**src/rtl/count_mod_n.sv**
```systemverilog
// Up/down counter with a programmable 0..limit range: wrap, saturate and one-shot end modes.
// Latency: 1 cycle from an accepted step to count/tic. There is no backpressure; en is sampled every edge.
module count_mod_n #(
  parameter int N = 20
) (
  input  logic         clk,
  input  logic         rst,
  input  logic         en,
  input  logic         up,
  input  logic         clr,
  input  logic         load,
  input  logic [N-1:0] load_val,
  input  logic [N-1:0] limit,
  input  logic [1:0]   mode,
  output logic [N-1:0] count,
  output logic         tic,
  output logic         at_max,
  output logic         at_min,
  output logic         busy
);

  typedef enum logic [1:0] {IDLE, RUN, DONE} state_t;

  localparam logic [N-1:0] ONE = N'(1);

  state_t       state, state_nxt;
  logic [N-1:0] count_nxt;
  logic [N-1:0] count_inc;
  logic         tic_nxt;
  logic         wrap_m;
  logic         oneshot_m;
  logic         can_step;

  assign at_max    = (count >= limit);
  assign at_min    = (count == '0);
  assign busy      = (state == RUN);
  assign count_inc = count + ONE;

  // Mode 11 is reserved and behaves as wrap.
  assign wrap_m    = (mode == 2'b00) || (mode == 2'b11);
  assign oneshot_m = (mode == 2'b10);

  // A one-shot counter sitting in IDLE can only be armed by load.
  assign can_step  = en && ((state == RUN) || ((state == IDLE) && !oneshot_m));

  always_comb begin
    state_nxt = state;
    count_nxt = count;
    tic_nxt   = 1'b0;
    if (clr) begin
      count_nxt = '0;
      state_nxt = IDLE;
    end else if (load) begin
      count_nxt = load_val;
      state_nxt = RUN;
    end else if (can_step) begin
      if (state == IDLE) state_nxt = RUN;
      if (wrap_m) begin
        if (up) begin
          if (at_max) begin
            count_nxt = '0;
            tic_nxt   = 1'b1;
          end else begin
            count_nxt = count_inc;
          end
        end else begin
          if (at_min) begin
            count_nxt = limit;
            tic_nxt   = 1'b1;
          end else begin
            count_nxt = count - ONE;
          end
        end
      end else begin
        // Saturate and one-shot: the tic fires only on the step that lands on the bound.
        if (up) begin
          if (at_max) begin
            count_nxt = limit;
          end else begin
            count_nxt = count_inc;
            tic_nxt   = (count_inc == limit);
          end
        end else if (!at_min) begin
          count_nxt = count - ONE;
          tic_nxt   = (count == ONE);
        end
        if (oneshot_m && tic_nxt) state_nxt = DONE;
      end
    end
  end

  always_ff @(posedge clk) begin
    if (!rst) begin
      state <= IDLE;
      count <= '0;
      tic   <= 1'b0;
    end else begin
      state <= state_nxt;
      count <= count_nxt;
      tic   <= tic_nxt;
    end
  end

endmodule

```
**config.mk**
```make
export PLATFORM = sky130hd
export DESIGN_NAME = count_mod_n
export DESIGN_NICKNAME = d
export VERILOG_FILES = /design/src/rtl/count_mod_n.sv
export SDC_FILE = /design/constraint.sdc
export NUM_CORES = 1
export LEC_CHECK = 0
export BUFFER_PORTS_ARGS = -buffer_cell sky130_fd_sc_hd__buf_2
export CELL_PAD_IN_SITES_DETAIL_PLACEMENT = 0
export CELL_PAD_IN_SITES_GLOBAL_PLACEMENT = 1
export CORE_MARGIN = 2
export CORE_UTILIZATION = 40
export DETAILED_ROUTE_END_ITERATION = 16
export HOLD_SLACK_MARGIN = 0.1
export PLACE_DENSITY = 0.91
export SLEW_MARGIN = 40
export SYNTH_ARGS = -nofsm -noshare
export SYNTH_HDL_FRONTEND = slang
export SYNTH_SLANG_ARGS = --single-unit
```
**constraint.sdc**
```tcl
create_clock -name clk -period 2.92 [get_ports clk]
set_clock_uncertainty 0.05 [all_clocks]
set_input_delay 0.438 -clock clk [delete_from_list [all_inputs] [get_ports clk]]
set_output_delay 0.438 -clock clk [all_outputs]
set_load 0.02 [all_outputs]
```
Word-level counts from Yosys, hierarchy flattened

Cells that the tools add are included.

Magnitude comparators: 1
Shift operators: 0
Reductions and logical operators: 14
Bitwise operators: 2
Divide/modulo/power cells: 0
Equality and inequality tests: 6
Muxes and demuxes: 25
Multiply operators: 0
Add/subtract/negate cells: 2

Operator list:

| cell                                                  | number |
|---|---|
| 2-to-1 mux 20 bit                                     | 9 |
| adder 20 x 1 -> 20 bit, second input constant         | 1 |
| == test 20 x 1 -> 1 bit, second input constant        | 1 |
| == test 20 bit                                        | 1 |
| greater-or-equal comparator 20 bit                    | 1 |
| zero test 20 bit                                      | 1 |
| subtractor 20 x 1 -> 20 bit, second input constant    | 1 |
| 2-to-1 mux 1 bit                                      | 13 |
| 2-to-1 mux 2 bit                                      | 3 |
| == test 2 bit, second input constant                  | 2 |
| zero test 2 bit                                       | 2 |
| inequality test 4 x 3 -> 1 bit, second input constant | 1 |
| OR reduction 4 bit                                    | 1 |
| logical AND 1 bit                                     | 3 |
| OR reduction 3 bit                                    | 1 |
| == test 2 x 1 -> 1 bit, second input constant         | 1 |
| logical OR 1 bit                                      | 2 |
| inverter 1 bit                                        | 2 |
| AND reduction 2 bit                                   | 1 |
| nonzero test 2 bit                                    | 1 |
| OR reduction 2 bit                                    | 1 |
| zero test 1 bit                                       | 1 |

ROM bits: 0
Memory bits (writable): 0
Word-level logic and storage cells: 54
Memories: 0
Bits in latches: 0
Register bits: 23

Longest topological paths before layout

Gate-level depths: netlist (run 1).

Word-level depth: 13
Mapped depth: 11
Mapped depth without buffers: 10

Least setup slack after synthesis (run 1)

Ideal clock, no wire load.

Kind: register to register
From: reg count[0]
To: reg count[4]
Setup slack: 0.028 ns
Buffers on the path: 1
Cell stages (with the launch flop): 12
Arrival time: 2.725 ns
Cell sequence: dfxtp_1 inv_1 ha_1 nor2b_1 o21ai_0 a41oi_1 o211ai_2 nor2_1 buf_4 a222oi_1 a21oi_1 a31o_2

Cells in the longest elaborated chain, start to end: 6
Elaborated cells between the ends (all ways): 15

RTL lines:

| what                                        | line   | text |
|---|---|---|
| start: declaration                          | 15     | `output logic [N-1:0] count,` |
| start signal: assignment                    | 99     | `count <= count_nxt;` |
| greater-or-equal comparator 20 bit *        | 34     | `assign at_max = (count >= limit);` |
| net at_max                                  | 17     | `output logic at_max,` |
| 2-to-1 mux 20 bit, on equally long branches | 77, 60 |  |
| 2-to-1 mux 20 bit, on equally long branches | 76, 59 |  |
| 2-to-1 mux 20 bit *                         | 58     | `if (wrap_m) begin` |
| 2-to-1 mux 20 bit *                         | 56     | `end else if (can_step) begin` |
| 2-to-1 mux 20 bit *                         | 53     | `end else if (load) begin` |

The timed path passes the listed nets; every way through them passes the cells marked *. The select of a mux whose other input is x is not followed.
A chain may end at the register's enable or synchronous reset.

Worst setup path in the final report (run 1)

From: reg count[5]
To: reg state[1]

Cells in the longest elaborated chain, start to end: 11
Elaborated cells between the ends (all ways): 15

RTL lines:

| what                   | line | text |
|---|---|---|
| adder 20 x 1 -> 20 bit | 37   | `assign count_inc = count + ONE;` |
| == test 20 bit         | 81   | `tic_nxt = (count_inc == limit);` |
| 2-to-1 mux 1 bit       | 77   | `if (at_max) begin` |
| 2-to-1 mux 1 bit *     | 76   | `if (up) begin` |
| 2-to-1 mux 1 bit *     | 58   |  |
| 2-to-1 mux 1 bit *     | 56   |  |
| 2-to-1 mux 1 bit *     | 53   |  |
| 2-to-1 mux 1 bit *     | 50   | `if (clr) begin` |
| logical AND 1 bit *    | 87   | `if (oneshot_m && tic_nxt) state_nxt = DONE;` |
| 2-to-1 mux 2 bit *     | 87   |  |
| 2-to-1 mux 2 bit *     | 58   |  |
| end signal: assignment | 98   | `state <= state_nxt;` |
| end: declaration       | 26   | `state_t state, state_nxt;` |

Every way passes the cells marked *; elsewhere a longest branch is shown, timed or not. The select of a mux whose other input is x is not followed.

==> qor.csv, run 1 <==
stage,metric,value,unit
outcome,outcome,"complete, no violations",
floorplanning,die_x,96.48,µm
clocking,path_clk_slew,0.10,ns
global_route,grt_max_degree,26,
clocking,cts_htree_levels,1,
timing,min_period_over_period,97.35,%
global_route,grt-ovfl-total,0,
synth,syn-instance-count,488,
clocking,cts.sinks,23,
detailed_routing,vias,4445,
synth,synthTopCellsByArea,"dfxtp_1 (13%), ha_1 (9.1%), a21oi_1 (6.0%)",
synth,yosysTopAreaCellShare,13.46,%
setup_path,start_kind,flop,
finish,syn_to_final_growth,26.52,%
detailed_routing,routedWlPerCell,19.31,µm
synth,synth_warnings,0,
setup_path,critPathKind,reg -> reg,
synth,syn_avg_cell_area,7.010,µm²
setup_path,rrSetupSlack,0.08,ns
clocking,cts_tree,done,
global_route,grt_pass1_vias,4123,
finish,post-route-util,52.41,%
timing,worst_slew_pin_slew,0.7821,ns
clocking,holdBufCountCts,0,
synth,synth_seq_cells,23,
setup_path,max_stage_delay,0.45,ns
detailed_routing,dr.pass1.iters,7,
synth,syn_area,3421,µm²
timing,final_hold_viol_count,0,
clocking,clock_path_buffers,2,
synth,async_flop_share,0,%
setup_path,rr_endpoint,state[1]$_SDFFE_PP0P_,
place,dpl.hpwl,10.28,mm
synth,ys_seq_area_share,13.46,%
floorplanning,die-height,96.48,µm
floorplanning,num_io_pins,72,
pwr,leakage,1.917,nW
setup_path,worst_path_max_delay_cell,dfxtp_1,
setup_path,path_max_fanout,9,
global_route,grt_antenna_before_repair,0,
worst_hold_path,hp-class,in -> reg,
worst_hold_path,hp-start,load_val[10],
finish,fin_cells,699,
setup_path,cp_cell_sequence,buf_4 -> and4_1 -> and4_1 -> buf_4 -> xnor2_1 -> o21ai_0 -> nor4_1 -> nor4b_2 -> a21oi_1 -> o31ai_1,
clocking,worstSkewPairLatency,0.28,ns
setup_path,crit_buf_inv,2,
finish,diodes,0,
floorplanning,core_area,8258,µm²
global_route,grt_pass1_wl,20.69,mm
global_route,track_usage,28.62,%
place,port_buffers,71,
floorplanning,start_util,41.42,%
floorplanning,die-area,9307,µm²
synth,synth_edf_count,0,
timing,min_period,2.843,ns
setup_path,worstPathArrival,2.99,ns
job,cap_viol_max_count,0,
worst_hold_path,whs_path_depth,2,
clocking,cts_root_buffer,clkbuf_8,
setup_path,crit_required,3.07,ns
finish,fin_nets,668,
detailed_routing,drt-total-wl,13.50,mm
pwr,peakVddDrop,0.0001528,V
detailed_routing,drc_errors,0,
place,placed_cells,693,
setup_path,endpoint_kind,flop,
worst_hold_path,whs_endpoint,count[10]$_SDFFE_PP0P_,
synth,yosys.area.top_type,dfxtp_1,
setup_path,cpLargestDelayFamily,simple AND/OR/NAND/NOR gates,
detailed_routing,ant_nets,0,
setup_path,r2r-start,count[5]$_SDFFE_PP0P_,
timing,setup_viol,0,
place,place_congestion,1.051,
synth,synth_cell_type_count,71,
pwr,pwr_density_cell,292.2,nW/µm²
detailed_routing,routed_via_density,6.359,
finish,filler_cell_count,851,
timing,max_freq,351.8,MHz
finish,layout-drive-gt1-share,27.61,%
timing,slew_headroom,47.75,%
detailed_routing,drtIter0Drc,781,
setup_path,reg2regPathDepth,10,
pwr,power,0.001265,W
floorplanning,num_rows,33,
timing,drv_slew,0,
synth,synth_fp_nets,561,
synth,synthFlopType,dfxtp_1,
clocking,cts_made_buffers,3,
cells in the mapped netlist (10+ instances only):
| cell type | count |
|---|---|
| a31oi_1 | 10 |
| nor3_1 | 14 |
| inv_1 | 33 |
| nor2_1 | 37 |
| dfxtp_1 | 23 |
| clkbuf_1 | 19 |
| a21oi_1 | 41 |
| a211oi_1 | 10 |
| ha_1 | 25 |
| nand3_1 | 22 |
| xor2_1 | 11 |
| nand2_1 | 35 |
| o21ai_0 | 41 |
| xnor2_1 | 21 |
cell usage in the layout, fill, tap and decap left out, types with 5 or more instances in the layout:
master	Yosys	routed
and4_1	6	5
and3_1	8	8
o221ai_1	5	5
nand4_1	6	6
a221o_1	8	8
nor3_1	14	14
nand2_1	35	35
a31oi_1	10	10
a211oi_1	10	10
xnor2_1	21	21
buf_4	1	64
nor4_1	6	6
nor2_1	37	37
nand2b_1	7	7
dfxtp_1	23	21
buf_2	8	71
nand3_1	22	22
a21oi_1	41	41
ha_1	25	24
xor2_1	11	11
inv_1	33	33
o21ai_0	41	41
cell families after synthesis:
kind of cell | synth area share [%]
compound gates | 33.98
fa+ha+maj | 9.437
flops | 13.46
simple gates | 26.41
buf+inv | 8.522
xor+xnor | 8.193
final cells by class:
type	instances	area (µm²)	share of cell area, %
multi-input cells	397	2704	62.47
repair buffers	136	855.8	19.77
flip-flops and latches	23	462.9	10.70
well taps	105	131.4	3.036
inverters	34	127.6	2.949
clock buffers	3	41.29	0.9540
clock inverters	1	5.005	0.1156
routing by layer:
metal / global-route usage (%) / routed length, µm
met3: 5.741 / 1535
met2: 45.25 / 6028
met4: 10.56 / 578
met5: 0 / 0
met1: 38.48 / 5357
how the worst max path moves through the flow:
stage               depth (start not counted)  slack [ns]                      to                  start
floorplan                                  11        0.03   count[4]$_SDFFE_PP0P_  count[0]$_SDFFE_PP0P_
global placement                           11        0.02   count[2]$_SDFFE_PP0P_               limit[9]
detailed placement                         11       -0.04   count[4]$_SDFFE_PP0P_               limit[9]
CTS                                        12        0.07  count[19]$_SDFFE_PP0P_  count[0]$_SDFFE_PP0P_
global route                                9      -0.003          tic$_SDFF_PP0_  count[1]$_SDFFE_PP0P_
finish                                     10        0.08   state[1]$_SDFFE_PP0P_  count[5]$_SDFFE_PP0P_
report_power, final:
part           switching (W)  internal, W
clock               0.000128    0.0000960
sequential         0.0000176     0.000330
combinational       0.000415     0.000278
total               0.000561     0.000704
metrics by stage:
| stage | hold WS [ns] | cell area [µm²] | worst slack [ns] | setup TNS [ns] |
|---|---|---|---|---|
| 3_3_place_gp | 0.4022 | 4217 | 0.02391 | 0 |
| 4_1_cts | 0.3076 | 4297 | 0.07209 | 0 |
| 2_1_floorplan | 0.3896 | 3421 | 0.02839 | 0 |
| 5_1_grt | 0.3011 | 4328 | -0.002981 | -0.002981 |
| 6_report | 0.3043 | 4328 | 0.07739 | 0 |
| 3_5_place_dp | 0.4277 | 4217 | -0.04415 | -0.08105 |
timing repair:
item,CTS,global route
resized for setup,1,7
setup buffers,2,0
hold endpoints to repair,0,0
pin swaps,1,2
endpoints found under the setup margin,3,14
sequential cells by signal, summed over array words and instances, names as in the netlist:
register / cells
tic: 1
count: 20
state: 2
worst register-to-register path, cell delays in order (launching register included):
cell and delay (ns):
dfxtp_1 0.45, buf_4 0.23, and4_1 0.35, and4_1 0.26
buf_4 0.14, xnor2_1 0.12, o21ai_0 0.12, nor4_1 0.26
nor4b_2 0.32, a21oi_1 0.17, o31ai_1 0.27
Note: power is estimated with default switching activity, not from simulation.
==> run 2, diff against run 1 <==
--- a/config.mk
+++ b/config.mk
@@ -9,10 +9,10 @@
 export CELL_PAD_IN_SITES_DETAIL_PLACEMENT = 0
 export CELL_PAD_IN_SITES_GLOBAL_PLACEMENT = 1
 export CORE_MARGIN = 2
-export CORE_UTILIZATION = 40
+export CORE_UTILIZATION = 25
 export DETAILED_ROUTE_END_ITERATION = 16
 export HOLD_SLACK_MARGIN = 0.1
-export PLACE_DENSITY = 0.91
+export PLACE_DENSITY = 0.65
 export SLEW_MARGIN = 40
 export SYNTH_ARGS = -nofsm -noshare
 export SYNTH_HDL_FRONTEND = slang
==> run 2 against run 1 <==
Effect of this change:
- worst hold slack gained 0.015 ns
- die area grew 57%
- clock power grew 54%
- global-route usage shrank 7.4 points
- power grew 14%
- sequential cell count is the same
- first-iteration DRC count shrank 36%
- worst setup slack gained 0.0087 ns
- critical endpoint unchanged
==> qor.csv, run 2 (synthesized netlist as in run 1, its figures left out) <==
stage,metric,value,unit,change
timing,drv_slew,0,,unchanged
timing,min_period,2.834,ns,was 2.843 ns
floorplanning,num_io_pins,72,,unchanged
timing,slew_headroom,44.92,%,was 47.75%
outcome,outcome,"complete, no violations",,unchanged
detailed_routing,drtIter0Drc,503,,was 781
setup_path,endpoint_kind,flop,,unchanged
detailed_routing,routedWlPerCell,19.25,µm,was 19.31 µm
detailed_routing,dr.pass1.iters,5,,was 7
floorplanning,die_x,121.0,µm,was 96.48 µm
place,port_buffers,71,,unchanged
clocking,cts_made_buffers,3,,unchanged
floorplanning,start_util,25.73,%,was 41.42%
finish,diodes,0,,unchanged
detailed_routing,ant_nets,0,,unchanged
finish,reg.largest.list,"count (20), state (2), tic (1)",,unchanged
global_route,grt_max_degree,21,,was 26
global_route,track_usage,21.21,%,was 28.62%
finish,layout-drive-gt1-share,31.85,%,was 27.61%
detailed_routing,drc_errors,0,,unchanged
floorplanning,num_rows,42,,was 33
timing,setup_ws,0.08605,ns,was 0.07739 ns
global_route,grt_antenna_before_repair,0,,unchanged
timing,min_period_over_period,97.05,%,was 97.35%
timing,final_hold_viol_count,0,,unchanged
setup_path,worstPathArrival,2.97,ns,was 2.99 ns
floorplanning,die-height,121.0,µm,was 96.48 µm
clocking,path_clk_slew,0.08,ns,was 0.10 ns
global_route,grt_pass1_vias,4355,,was 4123
clocking,cts_root_buffer,clkbuf_16,,was clkbuf_8
job,cap_viol_max_count,0,,unchanged
setup_path,start_kind,flop,,unchanged
detailed_routing,drt-total-wl,15.54,mm,was 13.50 mm
finish,design_area,4707,µm²,was 4328 µm²
global_route,grt-ovfl-total,0,,unchanged
floorplanning,die-area,14640,µm²,was 9307 µm²
finish,layout_commonest_cell,buf_4,,was buf_2
timing,max_freq,352.9,MHz,was 351.8 MHz
clocking,cts_tree,done,,unchanged
timing,worst_slew_pin_slew,0.8232,ns,was 0.7821 ns
setup_path,path_max_fanout,8,,was 9
clocking,cts_htree_levels,1,,unchanged
clocking,worstSkewPairLatency,0.28,ns,about the same
pwr,pwr_density_cell,305.8,nW/µm²,was 292.2 nW/µm²
timing,setup_viol,0,,unchanged
place,placed_area,4598,µm²,was 4217 µm²
setup_path,crit_required,3.06,ns,was 3.07 ns
detailed_routing,routed_via_density,5.473,,was 6.359
pwr,peakVddDrop,0.0002117,V,was 0.0001528 V
worst_hold_path,hp-class,in -> reg,,unchanged
place,place_congestion,0.9461,,was 1.051
floorplanning,core_area,13300,µm²,was 8258 µm²
finish,largest_register_ffs,20,,unchanged
global_route,grt_pass1_wl,24.22,mm,was 20.69 mm
clocking,clock_path_buffers,2,,unchanged
place,pre_cts_ws,-0.1226,ns,was -0.04415 ns
finish,layout_common_cells,"buf_4 (102), buf_2 (71), a21oi_1 (40), o21ai_0 (40), nor2_1 (37)",,"was buf_2 (71), buf_4 (64), o21ai_0 (41), a21oi_1 (41), nor2_1 (37)"
place,dpl.hpwl,12.30,mm,was 10.28 mm
detailed_routing,vias,4417,,was 4445
clocking,cts.sinks,23,,unchanged
setup_path,critPathKind,reg -> reg,,unchanged
pwr,leakage,2.118,nW,was 1.917 nW
finish,regMostFlops,count,,unchanged
finish,syn_to_final_growth,37.60,%,was 26.52%
finish,fin_nets,705,,was 668
-- run 2: repair_timing --
| item | in CTS | in global routing |
|---|---|---|
| resized for setup | 0 | 7 |
| buffers inserted | 0 | 0 |
| setup endpoints to repair | 0 | 10 |
| hold buffers | 0 | 0 |
-- run 2: path summary, 6_finish.rpt --
check                   startpoint                     end  slack (ns)  cells past startpoint
max reg2reg  count[5]$_SDFFE_PP0P_   state[1]$_SDFFE_PP0P_        0.09                      9
min                   load_val[10]  count[10]$_SDFFE_PP0P_        0.32                      2
max          count[5]$_SDFFE_PP0P_   state[1]$_SDFFE_PP0P_        0.09                      9
min reg2reg  state[1]$_SDFFE_PP0P_   state[1]$_SDFFE_PP0P_        0.43                      2
-- run 2: power by group --
group | switching [W] | internal [W] | leakage (nW)
Combinational | 0.000431 | 0.000314 | 1.89
Sequential | 0.0000195 | 0.000329 | 0.189
Clock | 0.000159 | 0.000186 | 0.0409
Total | 0.000610 | 0.000830 | 2.12
-- run 2: final cells by class --
class	instances	area (µm²)
Multi-Input combinational cell	397	2696
Clock inverter	1	5.005
Tap cell	176	220.2
Inverter	34	127.6
Clock buffer	3	75.07
Timing Repair Buffer	173	1121
Fill cell	1421	8588
Sequential cell	23	461.7
-- run 2: metal layers --
metal | GRT usage, % | vias up | share of wire (%)
li1 | - | 2118 | -
met4 | 6.977 | 0 | 2.1
met2 | 32.58 | 205 | 45
met3 | 3.195 | 21 | 7.6
met5 | 0 | - | 0
met1 | 30.16 | 2073 | 46
-- run 2: through the flow --
| step | setup TNS [ns] | utilization [%] | power (W) | instances | hold WS, ns |
|---|---|---|---|---|---|
| finish | 0 | 35.40 | 0.001439 | 807 | 0.3196 |
| global route | -0.09764 | 35.40 | 0.001515 | 807 | 0.3382 |
| CTS | 0 | 35.19 | 0.001421 | 807 | 0.3179 |
| detailed placement | -0.3842 | 34.59 | 0.001081 | 803 | 0.4275 |
| global placement | -0.04812 | 34.59 | 0.001078 | 803 | 0.4014 |
| floorplan | 0 | - | 0.0007645 | 488 | 0.3896 |
-- run 2: critical path, stage by stage (launching register included) --
cell	delay (ns)
dfxtp_1	0.47
buf_4	0.23
and4_1	0.34
and4_1	0.34
xnor2_1	0.16
o21ai_0	0.12
nor4_1	0.28
nor4b_2	0.34
a21oi_2	0.14
o31ai_1	0.27
